<file path="src/rtl/pin_entry_keypad.sv">
// pin_entry_keypad: gathers two BCD digits from the gate keypad. It packs
// them into an 8-bit PIN and raises a one-cycle enterPin strobe for the
// gate FSM. Partial entries are dropped on clear, on an idle timeout, or
// when the vehicle leaves.
module pin_entry_keypad #(
  parameter int TIMEOUT_CYCLES = 50,
  parameter int CNT_W          = 6
) (
  input  logic       Clk,
  input  logic       Reset,
  input  logic       Vehiculo,
  input  logic [3:0] Tecla,
  input  logic       TeclaValida,
  input  logic       Aceptar,
  input  logic       Borrar,
  output logic [7:0] Pin,
  output logic       enterPin,
  output logic [1:0] Digitos,
  output logic       ErrorTecla
);

  typedef enum logic [1:0] {
    ESPERA  = 2'd0,
    CAPTURA = 2'd1,
    ENVIO   = 2'd2
  } state_t;

  localparam logic [CNT_W-1:0] TMR_LAST = CNT_W'(TIMEOUT_CYCLES - 1);
  localparam logic [CNT_W-1:0] TMR_MAX  = '1;

  state_t           state_q, state_d;
  logic [7:0]       buf_q, buf_d;
  logic [1:0]       dig_q, dig_d;
  logic [CNT_W-1:0] tmr_q, tmr_d;
  logic [7:0]       pin_q, pin_d;
  logic             enter_q, enter_d;
  logic             err_q, err_d;

  // Next-state logic: key handling with priority Borrar > Aceptar > TeclaValida.
  always_comb begin
    // NOTE: every signal gets a default before the case so no path leaves it unassigned (no latches).
    state_d = state_q;
    buf_d   = buf_q;
    dig_d   = dig_q;
    tmr_d   = tmr_q;
    pin_d   = pin_q;
    enter_d = 1'b0;
    err_d   = 1'b0;

    unique case (state_q)
      ESPERA: begin
        buf_d = '0;
        dig_d = '0;
        tmr_d = '0;
        if (Vehiculo) state_d = CAPTURA;
      end

      CAPTURA: begin
        if (!Vehiculo) begin
          // The vehicle left: drop any partial entry and wait for the next one.
          buf_d   = '0;
          dig_d   = '0;
          tmr_d   = '0;
          state_d = ESPERA;
        end else if (Borrar) begin
          buf_d = '0;
          dig_d = '0;
          tmr_d = '0;
        end else if (Aceptar) begin
          if (dig_q == 2'd2) begin
            pin_d   = buf_q;
            enter_d = 1'b1;
            state_d = ENVIO;
          end else begin
            err_d = 1'b1;
          end
          buf_d = '0;
          dig_d = '0;
          tmr_d = '0;
        end else if (TeclaValida) begin
          tmr_d = '0;
          if (Tecla <= 4'd9) begin
            // Shift the new digit in. A third digit pushes the oldest one out.
            buf_d = {buf_q[3:0], Tecla};
            dig_d = (dig_q == 2'd2) ? 2'd2 : dig_q + 2'd1;
          end else begin
            err_d = 1'b1;
          end
        end else if (dig_q == 2'd0) begin
          tmr_d = '0;
        end else if (tmr_q == TMR_LAST) begin
          // Idle too long with a partial entry: discard it silently.
          buf_d = '0;
          dig_d = '0;
          tmr_d = '0;
        end else if (tmr_q != TMR_MAX) begin
          tmr_d = tmr_q + 1'b1;
        end
      end

      ENVIO: begin
        // This is the single enterPin cycle. Keys pressed now are ignored.
        state_d = Vehiculo ? CAPTURA : ESPERA;
      end

      default: begin
        state_d = ESPERA;
        buf_d   = '0;
        dig_d   = '0;
        tmr_d   = '0;
      end
    endcase
  end

  // State and registered outputs. Reset is asynchronous and active-low.
  always_ff @(posedge Clk or negedge Reset) begin
    if (!Reset) begin
      state_q <= ESPERA;
      buf_q   <= '0;
      dig_q   <= '0;
      tmr_q   <= '0;
      pin_q   <= '0;
      enter_q <= 1'b0;
      err_q   <= 1'b0;
    end else begin
      // NOTE: non-blocking so every flop samples the pre-edge values together.
      state_q <= state_d;
      buf_q   <= buf_d;
      dig_q   <= dig_d;
      tmr_q   <= tmr_d;
      pin_q   <= pin_d;
      enter_q <= enter_d;
      err_q   <= err_d;
    end
  end

  assign Pin        = pin_q;
  assign enterPin   = enter_q;
  assign Digitos    = dig_q;
  assign ErrorTecla = err_q;

endmodule
</file>
<file path="config.mk">
export PLATFORM = sky130hd
export DESIGN_NAME = pin_entry_keypad
export DESIGN_NICKNAME = d
export VERILOG_FILES = /design/src/rtl/pin_entry_keypad.sv
export SDC_FILE = /design/constraint.sdc
export NUM_CORES = 1
export LEC_CHECK = 0
export CAP_MARGIN = 30
export CORE_ASPECT_RATIO = 0.5
export CORE_MARGIN = 2
export CORE_UTILIZATION = 44
export DETAILED_ROUTE_END_ITERATION = 16
export PLACE_DENSITY = 0.78
export SYNTH_ARGS = -nofsm -noshare
export SYNTH_HDL_FRONTEND = slang
export SYNTH_SLANG_ARGS = --single-unit
export TNS_END_PERCENT = 10
</file>
<file path="constraint.sdc">
create_clock -name Clk -period 2.87 [get_ports Clk]
set_input_delay 0.4305 -clock Clk [delete_from_list [all_inputs] [get_ports Clk]]
set_output_delay 0.4305 -clock Clk [all_outputs]
set_load 0.01 [all_outputs]
</file>
==> flow_summary_export.csv, run 1 <==
group,metric,value,unit
run_status,status,"finished clean",
routing,via_per_inst,5.34,
run,cap_violations,0,
global_route,antenna_found_initial,0,
worst_setup_path,critical-path-top-delay-family,"simple AND/OR/NAND/NOR gates",
worst_setup_path,crit_chain,"clkdlybuf4s50_1 > nand4bb_4 > nor2_2 > mux2_2",
timing,worstMarginPinSlew,0.486,ns
timing,relSlewSlack,67.6,%
die,die_area,3360,um^2
clocking,ctsHoldBuffers,0,
min_path,worstHoldStart,"buf_q[4]",
pwr,clock_power_share,41.3,%
clocking,cts_max_level,1,
logic_synthesis,yosysUniqueCellTypes,32,
global_route,grt_max_degree,29,
cells_and_area,drive_gt1_share,15.9,%
logic_synthesis,synth_seq_cells,28,
clocking,clockBufferDepth,2,
timing,slew_viol_final,0,
worst_setup_path,slowest_stage,"nor2_2",
routing,wl_met3,59,um
cells_and_area,regArea,701,um^2
die,io_pins,22,
die,num_rows,13,
routing,ant_nets,0,
worst_setup_path,r2r-start,"Digitos[0]",
die,die_h,42.0,um
cells_and_area,syn2layout_area_growth,26.4,%
logic_synthesis,synth_area_leader_cell,"dfrtp_1",
logic_synthesis,postSynthAreaPerCell,12.7,um^2
worst_setup_path,crit_type,"in -> reg",
pwr,p_leak,0.674,nW
cells_and_area,instances_no_fill,163,
cells_and_area,antenna_cells,0,
placed_design,port_buffers,21,
pwr,p_sw,0.141,mW
die,die_x,80.0,um
pwr,p_int,0.601,mW
pwr,p_comb_share,5.1,%
logic_synthesis,syn_nets,115,
timing,tns,0,ns
routing,totalWireLength,2.27,mm
pwr,power_density,462,nW/um^2
worst_setup_path,rr_endpoint,"Pin[3]",
die,start_util,47.6,%
logic_synthesis,yosysSeqAreaShare,55.2,%
min_path,hold_path.class,"reg -> reg",
routing,drc,0,
pwr,p_seq_share,53.6,%
timing,fin_skew,0.00287,ns
logic_synthesis,ys_warn_count,0,
worst_setup_path,ff2ff_setup_slack,1.19,ns
global_route,grt-ovfl-total,0,
placed_design,hpwl,1.63,mm
routing,drt_iter0_drc,12,
pwr,peakVddDrop,0.238,mV
logic_synthesis,netlist_instances,100,
die,coreArea,2670,um^2
global_route,grt_use_total,16.0,%
clocking,cts.repair.resized,0,
cells_and_area,layout.cells.most_common_list,"dfrtp_1 (28), clkdlybuf4s50_1 (21), a22o_1 (10), mux2_2 (8), nor2_1 (7)",
cells_and_area,layout_commonest_cell,"dfrtp_1",
worst_setup_path,crit_fanout,9,
worst_setup_path,required,3.03,ns
routing,detail_route.first_pass.iterations,3,
clocking,cts.sinks,28,
clocking,numCtsBuffers,3,
timing,hold_viol,0,
logic_synthesis,synthFlopType,"dfrtp_1",
logic_synthesis,async_flop_share,100,%
placed_design,dp.cells,159,
global_route,grt_pass1_vias,884,
clocking,cts_tree,"built",
routing,routedWlPerCell,14.0,um
routing,wl_met1,1.16,mm
timing,period_needed,1.79,ns
routing,num_vias,871,
routing,top_layer_used,"met4",
logic_synthesis,synth.area.top_cells,"dfrtp_1 (55%), mux2_2 (7.1%), a22o_1 (6.9%)",
timing,grt_setup_unrepaired,"no",
cells_and_area,multi_input_area,558,um^2
clocking,clock_latency,0.27,ns
worst_setup_path,cp-end-kind,"flop",
timing,period_share,62.3,%
pwr,swShare,18.9,%
logic_synthesis,synth_edf_count,0,
clocking,clk_transition_reported_paths,0.09,ns
timing,final-setup-viol-count,0,
min_path,holdPathEnd,"buf_q[4]",
worst_setup_path,cp-start-kind,"input pin",
clocking,cts_setup_buffers,0,
placed_design,gp_congestion,0.837,
cells_and_area,nNetsFinal,142,
worst_setup_path,r2r_cells,5,
timing,hold-worst-slack,0.504,ns
routing,dr_wl_met2,1.04,mm
timing,fmax,559,MHz
cells_and_area,fillers,222,
min_path,whs_path_depth,1,
pwr,total_power,0.742,mW
logic_synthesis,syn_area,1270,um^2
worst_setup_path,crit_buf_inv,1,
worst_setup_path,cp.arrival,1.95,ns
clocking,clock-root-buffer,"clkbuf_8",
logic_synthesis,netlist.area_leader.share,55.2,%
worst_setup_path,max_stage_delay,0.44,ns
global_route,grt_pass1_wl,4.12,mm
## state kept, by name (all words and copies together), names as in the netlist
register and count:
Pin 8, buf_q 8, tmr_q 6, Digitos 2
state_q 2, ErrorTecla 1, enterPin 1
## area by class of cell
type | count | share of cell area, %
Inverter | 3 | 0.701
Multi-Input combinational cell | 69 | 34.8
Clock buffer | 3 | 2.57
Sequential cell | 28 | 43.6
Tap cell | 37 | 2.88
Clock inverter | 1 | 1.87
Timing Repair Buffer | 22 | 13.6
## cells in the mapped netlist (2+ instances only)
cell type,number
nor2_1,7
mux2_2,8
a22o_1,10
nor3_1,3
nand2b_1,2
nand3_1,3
o21ai_0,2
dfrtp_1,28
a21oi_1,4
nor3b_1,2
inv_1,3
nand2_1,3
and2_1,2
ha_1,5
## routing by layer
metal / vias to the layer above / GRT usage, %
met2: 11 / 24.3
met1: 433 / 22.2
li1: 425 / -
met4: 0 / 4.75
met3: 2 / 5.17
met5: - / 0
## power groups by stage
stage / registers (mW) / logic [mW] / clock network [mW]
2_1_floorplan: 0.405 / 0.0108 / 0
3_3_place_gp: 0.405 / 0.0374 / 0
3_5_place_dp: 0.405 / 0.0383 / 0
4_1_cts: 0.398 / 0.0383 / 0.312
5_1_grt: 0.398 / 0.0414 / 0.326
6_report: 0.398 / 0.0376 / 0.306
## stage by stage
step                area (um^2)  utilization (%)  setup WS (ns)
floorplan                  1270                -           1.37
global placement           1530             57.5          0.819
detailed placement         1530             57.5          0.793
CTS                        1610             60.2           1.09
global route               1610             60.2           1.00
finish                     1610             60.2           1.08
## logic make-up (layout without fill, tap and decap cells)
logic type	count (synthesis)	after routing	synth area share (%)
compound gates	24	24	15.1
buf+inv	3	29	0.887
simple gates	31	31	16.1
mux	9	9	7.88
fa+ha+maj	5	5	4.93
flops	28	28	55.2
## how the worst max path moves through the flow
stage / slack [ns] / startpoint / endpoint / cells after the start
floorplan: 1.37 / Digitos[0] / Pin[0] / 5
global placement: 0.82 / Borrar / Pin[5] / 4
detailed placement: 0.79 / Borrar / Pin[2] / 4
CTS: 1.09 / Borrar / Pin[3] / 4
global route: 1.00 / Borrar / Pin[3] / 4
finish: 1.08 / Borrar / Pin[3] / 4
Power figures use the tool's default switching activity.
==> inputs of run 2 (changes only) <==
PLACE_DENSITY = 0.81   (was 0.78)
clock period = 1.6 ns   (was 2.87 ns; I/O delays follow)
==> run 2 against run 1 <==
Effect of this change:
- non-clock buffer count up 9
- setup slack worse by 1.0 ns
- core utilization up 3.6 points
- sequential share of layout area down 2.4 points
- die area stayed put
- sequential power up 79%
- cell area rose by 5.9%
- via count increased by 5.7%
- clock skew down 0.00059 ns
- first-iteration DRC count up 58%
==> flow_summary_export.csv, run 2 (synthesis gave the netlist of run 1 again) <==
group,metric,value,unit
routing,via_per_inst,5.35,
pwr,p_seq_share,53.3,%
pwr,p_sw,0.255,mW
worst_setup_path,crit_fanout,10,
pwr,p_leak,0.732,nW
cells_and_area,drive_gt1_share,25.9,%
worst_setup_path,crit_type,"reg -> reg",
cells_and_area,multi_input_area,573,um^2
worst_setup_path,crit_buf_inv,0,
global_route,grt_max_degree,29,
pwr,p_comb_share,5.5,%
pwr,peakVddDrop,0.433,mV
global_route,top_usage_layer,"met2",
clocking,clock_latency,0.27,ns
clocking,clk_transition_reported_paths,0.09,ns
worst_setup_path,cp.arrival,1.78,ns
global_route,grt_pass1_vias,985,
timing,period_needed,1.56,ns
cells_and_area,syn2layout_area_growth,33.9,%
timing,final-setup-viol-count,0,
routing,drt_iter0_drc,19,
routing,detail_route.first_pass.iterations,4,
timing,slew_viol_final,0,
clocking,cts.sinks,28,
die,die_area,3360,um^2
worst_setup_path,cp-start-kind,"flop",
global_route,use_met3,3.23,%
clocking,ctsHoldBuffers,0,
worst_setup_path,critical-path-top-delay-family,"compound AO/OA/AOI/OAI gates",
clocking,numCtsBuffers,3,
pwr,swShare,19.1,%
timing,grt_setup_unrepaired,"yes",
global_route,grt_pass1_wl,4.21,mm
die,num_rows,13,
pwr,clock_power_share,41.3,%
cells_and_area,antenna_cells,0,
cells_and_area,regArea,701,um^2
worst_setup_path,slowest_stage,"dfrtp_1",
worst_setup_path,required,1.81,ns
die,io_pins,22,
pwr,total_power,1.34,mW
routing,drc,0,
clocking,cts_setup_buffers,0,
routing,ant_nets,0,
run,cap_violations,0,
die,coreArea,2670,um^2
global_route,grt_use_total,15.9,%
cells_and_area,fin_util,63.7,%
routing,routedWlPerCell,14.2,um
run_status,status,"finished clean",
pwr,p_int,1.08,mW
timing,period_share,97.6,%
pwr,power_density,787,nW/um^2
clocking,cts_max_level,1,
placed_design,port_buffers,21,
clocking,clock-root-buffer,"clkbuf_8",
timing,worstMarginPinSlew,0.514,ns
global_route,use_met1,20.5,%
cells_and_area,nNetsFinal,151,
routing,totalWireLength,2.44,mm
global_route,use_met2,27.7,%
routing,num_vias,921,
worst_setup_path,crit_chain,"ha_1 > nor3b_2 > a32o_2 > o21ai_4 > a22o_1",
cells_and_area,fillers,205,
die,die_h,42.0,um
timing,fmax,640,MHz
die,start_util,47.6,%
timing,hold_viol,0,
global_route,grt-ovfl-total,0,
die,die_x,80.0,um
clocking,clockBufferDepth,2,
timing,fin_skew,0.00228,ns
cells_and_area,layout.cells.most_common_list,"dfrtp_1 (28), clkdlybuf4s50_1 (21), a22o_1 (10), buf_4 (9), mux2_2 (8)",
placed_design,hpwl,1.68,mm
cells_and_area,layout_commonest_cell,"dfrtp_1",
min_path,hold_path.class,"in -> async",
worst_setup_path,cp-end-kind,"flop",
clocking,cts_tree,"built",
worst_setup_path,max_stage_delay,0.40,ns
global_route,antenna_found_initial,0,
placed_design,gp_congestion,0.777,
timing,relSlewSlack,65.6,%
-- run 2: cell types whose count changed in the layout (fill, tap and decap cells not counted), sizes merged --
cell	previous run	this run
buf	1	10
-- run 2: power groups by stage --
stage / sequential (mW) / combinational (mW) / clock (mW)
CTS: 0.713 / 0.0740 / 0.564
global placement: 0.727 / 0.0723 / 0
floorplan: 0.727 / 0.0193 / 0
global route: 0.714 / 0.0805 / 0.596
finish: 0.713 / 0.0730 / 0.552
detailed placement: 0.727 / 0.0729 / 0
-- run 2: layer usage --
layer / vias to the layer above / part of all wire [%]
met5: - / 0
met1: 460 / 46
li1: 443 / -
met3: 2 / 3.2
met4: 0 / 0.49
met2: 16 / 50
-- run 2: timing repair --
item	4_1_cts	5_1_grt
gates resized for setup	0	7
endpoints found under the hold margin	0	0
setup endpoints to repair	0	15
-- run 2: path summary, 6_finish.rpt --
check	start	endpoint	slack, ns	depth (start not counted)
hold reg to reg	buf_q[5]	buf_q[5]	0.51	1
max in group asynchronous	Reset	tmr_q[4]	1.01	2
setup reg to reg	tmr_q[0]	buf_q[6]	0.04	5
setup / recovery	tmr_q[0]	buf_q[6]	0.04	5
hold / removal	Reset	buf_q[0]	0.33	2
min in group Clk	buf_q[5]	buf_q[5]	0.51	1
-- run 2: metrics by stage --
stage,setup WS [ns],TNS (ns),hold WS (ns),std cells,area (um^2)
global route,-0.0182,-0.0861,0.350,172,1700
global placement,-0.140,-2.30,0.489,168,1610
CTS,0.0385,0,0.341,172,1690
floorplan,0.0964,0,-0.0556,100,1270
detailed placement,-0.164,-2.80,0.488,168,1610
finish,0.0382,0,0.333,172,1700
-- run 2: layout make-up --
type | instances | share of cell area [%]
clock buffer | 3 | 2.43
sequential | 28 | 41.2
clock inverter | 1 | 1.77
inverter | 3 | 0.662
tap | 37 | 2.72
multi-input combinational | 69 | 33.7
timing repair buffer | 31 | 17.5
-- run 2: worst register-to-register path, delay by kind of cell (launching register included) --
family,cells,cell delay [ns]
AO/OA/AOI/OAI,3,0.73
adder cells (fa/ha/maj),1,0.20
flip-flops,1,0.40
AND/OR/NAND/NOR,1,0.16
==> inputs of run 3 (changes only) <==
PLACE_DENSITY = 0.68   (was 0.81)
==> run 3 against run 2 <==
Effect of this change:
- fmax is 1.3% higher
- clock-buffer cell count stayed put
- total power is 0.18% higher
- die area stayed put
- sequential cell count stayed put
- critical path type is now in -> reg
- critical endpoint is now Digitos[1]
==> flow_summary_export.csv, run 3 (synthesis gave the netlist of run 1 again) <==
group,metric,value,unit
run_status,status,"finished clean",
global_route,grt_pass1_vias,934,
placed_design,dp.cells,167,
die,coreArea,2670,um^2
worst_setup_path,cp-end-kind,"flop",
clocking,clockBufferDepth,2,
global_route,grt_pass1_wl,4.41,mm
timing,tns,0,ns
die,die_h,42.0,um
cells_and_area,syn2layout_area_growth,36.9,%
cells_and_area,antenna_cells,0,
global_route,antenna_found_initial,0,
worst_setup_path,critPathCapture,"Digitos[1]",
clocking,numCtsBuffers,3,
worst_setup_path,r2r_cells,4,
routing,totalWireLength,2.59,mm
worst_setup_path,required,1.81,ns
cells_and_area,fin_util,65.2,%
global_route,grt-ovfl-total,0,
worst_setup_path,cp-start-kind,"input pin",
worst_setup_path,rr_endpoint,"Digitos[1]",
placed_design,placed_area,1590,um^2
worst_setup_path,r2r-start,"state_q[1]",
timing,period_needed,1.54,ns
timing,slew_viol_final,0,
timing,fmax,649,MHz
clocking,cts.sinks,28,
clocking,cts_max_level,1,
placed_design,hpwl,1.82,mm
placed_design,port_buffers,21,
cells_and_area,fin_area,1740,um^2
min_path,hold_path.class,"in -> async",
worst_setup_path,ff2ff_setup_slack,0.08,ns
routing,num_vias,908,
pwr,p_leak,0.741,nW
cells_and_area,nNetsFinal,152,
cells_and_area,layout.cells.most_common_list,"dfrtp_1 (28), clkdlybuf4s50_1 (21), a22o_1 (10), buf_4 (9), mux2_2 (8)",
timing,worstMarginPinSlew,0.484,ns
timing,relSlewSlack,67.6,%
clocking,ctsHoldBuffers,0,
clocking,clk_transition_reported_paths,0.09,ns
die,start_util,47.6,%
timing,hold_viol,0,
cells_and_area,instances_no_fill,173,
clocking,cts_tree,"built",
worst_setup_path,cp-startpoint,"Borrar",
clocking,clock_latency,0.27,ns
die,io_pins,22,
worst_setup_path,path_depth,5,
worst_setup_path,crit_type,"in -> reg",
pwr,power_density,771,nW/um^2
worst_setup_path,crit_buf_inv,1,
routing,ant_nets,0,
worst_setup_path,crit_chain,"clkdlybuf4s50_1 > nand4bb_4 > or2_4 > nor2_4 > a22o_1",
die,num_rows,13,
cells_and_area,drive_gt1_share,27.9,%
routing,detail_route.first_pass.iterations,4,
global_route,grt_use_total,17.1,%
timing,fin_skew,0.00178,ns
pwr,peakVddDrop,0.386,mV
worst_setup_path,slowest_stage,"clkdlybuf4s50_1",
run,cap_violations,0,
routing,drt_iter0_drc,21,
worst_setup_path,critical-path-top-delay-family,"simple AND/OR/NAND/NOR gates",
placed_design,gp_congestion,0.784,
routing,via_per_inst,5.25,
cells_and_area,layout_commonest_cell,"dfrtp_1",
worst_setup_path,cp.arrival,1.76,ns
timing,final-setup-viol-count,0,
worst_setup_path,crit_fanout,10,
routing,drc,0,
global_route,grt_max_degree,29,
clocking,clock-root-buffer,"clkbuf_8",
routing,routedWlPerCell,15.0,um
timing,grt_setup_unrepaired,"yes",
die,die_area,3360,um^2
cells_and_area,fillers,209,
die,die_x,80.0,um
worst_setup_path,max_stage_delay,0.44,ns
timing,period_share,96.3,%
[run 3: cell count changes in the layout (fill, tap and decap cells not counted), sizes merged]
cell   before  now
o21ai       3    4
[run 3: stage by stage]
step / setup WS, ns / hold WS (ns) / power [mW]
after floorplan: 0.0964 / -0.0556 / 0.747
after global placement: -0.150 / 0.489 / 0.797
after detailed placement: -0.206 / 0.484 / 0.798
after CTS: 0.00123 / 0.339 / 1.36
after global routing: -0.0773 / 0.345 / 1.41
final: 0.0588 / 0.331 / 1.34
[run 3: report_power, final]
group          internal, mW  switching (mW)
clock network         0.335           0.217
logic                0.0363          0.0399
registers             0.710         0.00320
total                  1.08           0.260
[run 3: worst min-delay path by stage]
stage / startpoint / end
2_1_floorplan: Reset / Digitos[0]
3_3_place_gp: buf_q[7] / buf_q[7]
3_5_place_dp: buf_q[5] / buf_q[5]
4_1_cts: Reset / Pin[4]
5_1_grt: Reset / Pin[4]
6_report: Reset / Digitos[1]
[run 3: final cells by class]
class                   instances  area [um^2]  share of cell area [%]
flip-flops and latches         28          701                    40.3
clock inverters                 1         30.0                    1.73
clock buffers                   3         41.3                    2.37
inverters                       3         11.3                   0.647
multi-input cells              70          621                    35.7
well taps                      37         46.3                    2.66
repair buffers                 31          289                    16.6
[run 3: layer usage]
metal	vias to the layer above	part of all wire, %	global-route usage (%)
li1	451	-	-
met1	444	48	22.6
met2	13	49	27.5
met3	0	3.5	5.82
met4	0	0	3.73
met5	-	0	0
[run 3: what timing repair did]
action	4_1_cts	5_1_grt
endpoints found under the setup margin	0	21
setup buffers	0	1
resized for setup	0	15
==> RTL edit, RTL diff (settings of run 2) <==
Re-encode `state_t` (3 states) as one-hot, 3 bits wide.
--- a/src/rtl/pin_entry_keypad.sv
+++ b/src/rtl/pin_entry_keypad.sv
@@ -20,8 +20,8 @@
 );
 
-  typedef enum logic [1:0] {
-    ESPERA  = 2'd0,
-    CAPTURA = 2'd1,
-    ENVIO   = 2'd2
+  typedef enum logic [2:0] {
+    ESPERA  = 3'b001,
+    CAPTURA = 3'b010,
+    ENVIO   = 3'b100
   } state_t;
 
Function: no difference found for any inputs over 4 cycles, from zero or initial values and one cycle with Reset low; so few cycles prove little.
==> RTL edit against run 2 <==
The run now ends with negative setup slack left. Sequential cell count grew 1. Die area rose by 9.3%. Via count up 26%. Utilization is 7.6 points higher. Final area up 26%. Highest routed layer unchanged. Combinational power up 67%. Area after synthesis is 10% higher. Largest cell class unchanged. Clock skew increased by 0.0056 ns. Wire length is 49% higher. Power grew 35%. Setup slack got worse by 0.17 ns.
==> RTL edit: results (changes against run 2) <==
Final layout
  • Layout cells sized above 1: 42.13% (was 25.93%)
  • Final nets: 192 (was 151)

Placed design
  • Pre-CTS setup slack: -0.4144 ns (was -0.1642 ns)
  • Placed standard-cell area: 1924 um2 (was 1614 um2)
  • Gpl congestion: 0.7706 (was 0.7772)
  • Placed cells: 207 (was 168)
  • Hpwl dp: 2.364 mm (was 1.676 mm)

STA
  • Setup_tns: -1.398 ns (was 0 ns)
  • Slew HR: 74.77% (was 65.65%)
  • Final Skew: 0.007913 ns (was 0.002275 ns)
  • Final setup fails: 16 (was 0)
  • Post-layout worst setup margin: -0.1336 ns (was 0.03822 ns)

Global route
  • Via count of the first global-routing pass: 1,204 (was 985)
  • Met2 Use GR: 37.76% (was 27.67%)
  • Pin count of the biggest net entering global routing: 30 (was 29)
  • All-layer global routing usage: 22.05% (was 15.91%)
  • First-pass GRT wire length: 6.023 mm (was 4.209 mm)
  • Met3 Resource Use GR: 7.048% (was 3.233%)
  • Met1 Resource Use GR: 28.01% (was 20.51%)

Yosys
  • Mux contribution to synthesized area: 8.684% (was 7.882%)
  • Post-synthesis adder-cell area fraction: 4.476% (was 4.926%)
  • Post-synth EDFFs: 0 (unchanged)
  • Complex-gate fraction of the synthesized area: 15.40% (was 15.07%)
  • Netlist cell types: 36 (was 32)
  • Commonest cells in the synthesized netlist: dfrtp_1, a22o_1, mux2_2 (unchanged)
  • Gate Count Post-Synth: 113 (was 100)
  • Post-synthesis sequential area ratio: 52.01% (was 55.17%)
  • Top post-synthesis cells by area: dfrtp_1, mux2_2, a22o_1 (unchanged)
  • XOR/XNOR Fraction of Synth Area: 0.6267% (was 0%)
  • Syn Nets: 128 (was 115)

Outcome
  • Failing checks: negative setup slack
  • Status: complete, but fails checks (was complete, no violations)

Detailed routing
  • Routed met1 length: 1.595 mm (was 1.124 mm)
  • Wire length on met2: 1.794 mm (was 1.224 mm)
  • Mean routed wirelength per cell: 16.64 um (was 14.19 um)
  • Via count: 1,161 (was 921)
  • DRT iter0 DRCs: 84 (was 19)
  • DR WL met3: 155 um (was 79 um)
  • Drt via density: 5.326 (was 5.355)

Critical path
  • Critical Path AT: 1.91 ns (was 1.78 ns)
  • Critical Path Fanout Max: 3 (was 10)

Min path
  • Worst hold path type: input pin to asynchronous set/reset pin (unchanged)

Pwr
  • Static leakage: 0.0009920 uW (was 0.0007320 uW)
  • Worst IR Drop VDD: 0.0005357 V (was 0.0004326 V)

Clocking
  • Inserted Clock Buffers: 5 (was 3)
  • CTS max path bufs: 2 (unchanged)
  • H-tree level count: 2 (was 1)
  • Clk slew on worst S/H paths: 0.07 ns (was 0.09 ns)
[RTL edit: cell count changes after synthesis, sizes merged, moves of 2 or more]
cell    change
a21oi       +2
a221o       +2
nand2b      -2
nand3b      +2
o211ai      +3
o21a        +2
[RTL edit: cell type report]
| cell class | count | area (um2) |
|---|---|---|
| fill | 190 | 862.1 |
| sequential | 29 | 726.9 |
| multi-input combinational | 78 | 713.2 |
| timing repair buffer | 59 | 511.7 |
| clock buffer | 5 | 68.82 |
| clock inverter | 3 | 65.06 |
| tap | 40 | 50.05 |
| inverter | 4 | 15.01 |
[RTL edit: logic make-up (layout without fill, tap and decap cells)]
kind of cell	count (synthesis)	count (layout)
and+or+nand+nor	32	32
AOI/OAI and AO/OA	29	29
DFF	29	29
muxes	11	11
buffers and inverters	6	71
adders and majority gates	5	5
xor gates and xnor gates	1	1
[RTL edit: worst max-delay path, cell delays in order (launching register included)]
cell and delay, ns:
dfrtp_1 0.38, inv_2 0.07, ha_4 0.16, and4b_1 0.26
a21oi_2 0.07, a221o_1 0.36, buf_6 0.14, a22o_1 0.18
[RTL edit: report_power, final]
part	leakage (uW)	internal (uW)	total, uW	switching [uW]
Sequential	0.000401	743	753	9.57
Clock	0.0000681	619	926	308
Combinational	0.000523	66.8	122	55.3
[RTL edit: timing repair]
item,4_1_cts,5_1_grt
endpoints found under the setup margin,22,24
setup buffers,2,1
resized for setup,11,14
endpoints found under the hold margin,0,0
pin swaps,3,4
[RTL edit: final timing paths]
kind	startpoint	end	slack, ns	depth (start not counted)
min	Reset	state_q[1]	0.33	2
max reg2reg	Digitos[0]	buf_q[1]	-0.13	7
min reg2reg	buf_q[4]	buf_q[4]	0.50	1
max	Digitos[0]	buf_q[1]	-0.13	7
min in group Clk	Vehiculo	state_q[0]	0.41	3
max in group asynchronous	Reset	state_q[0]	0.96	2
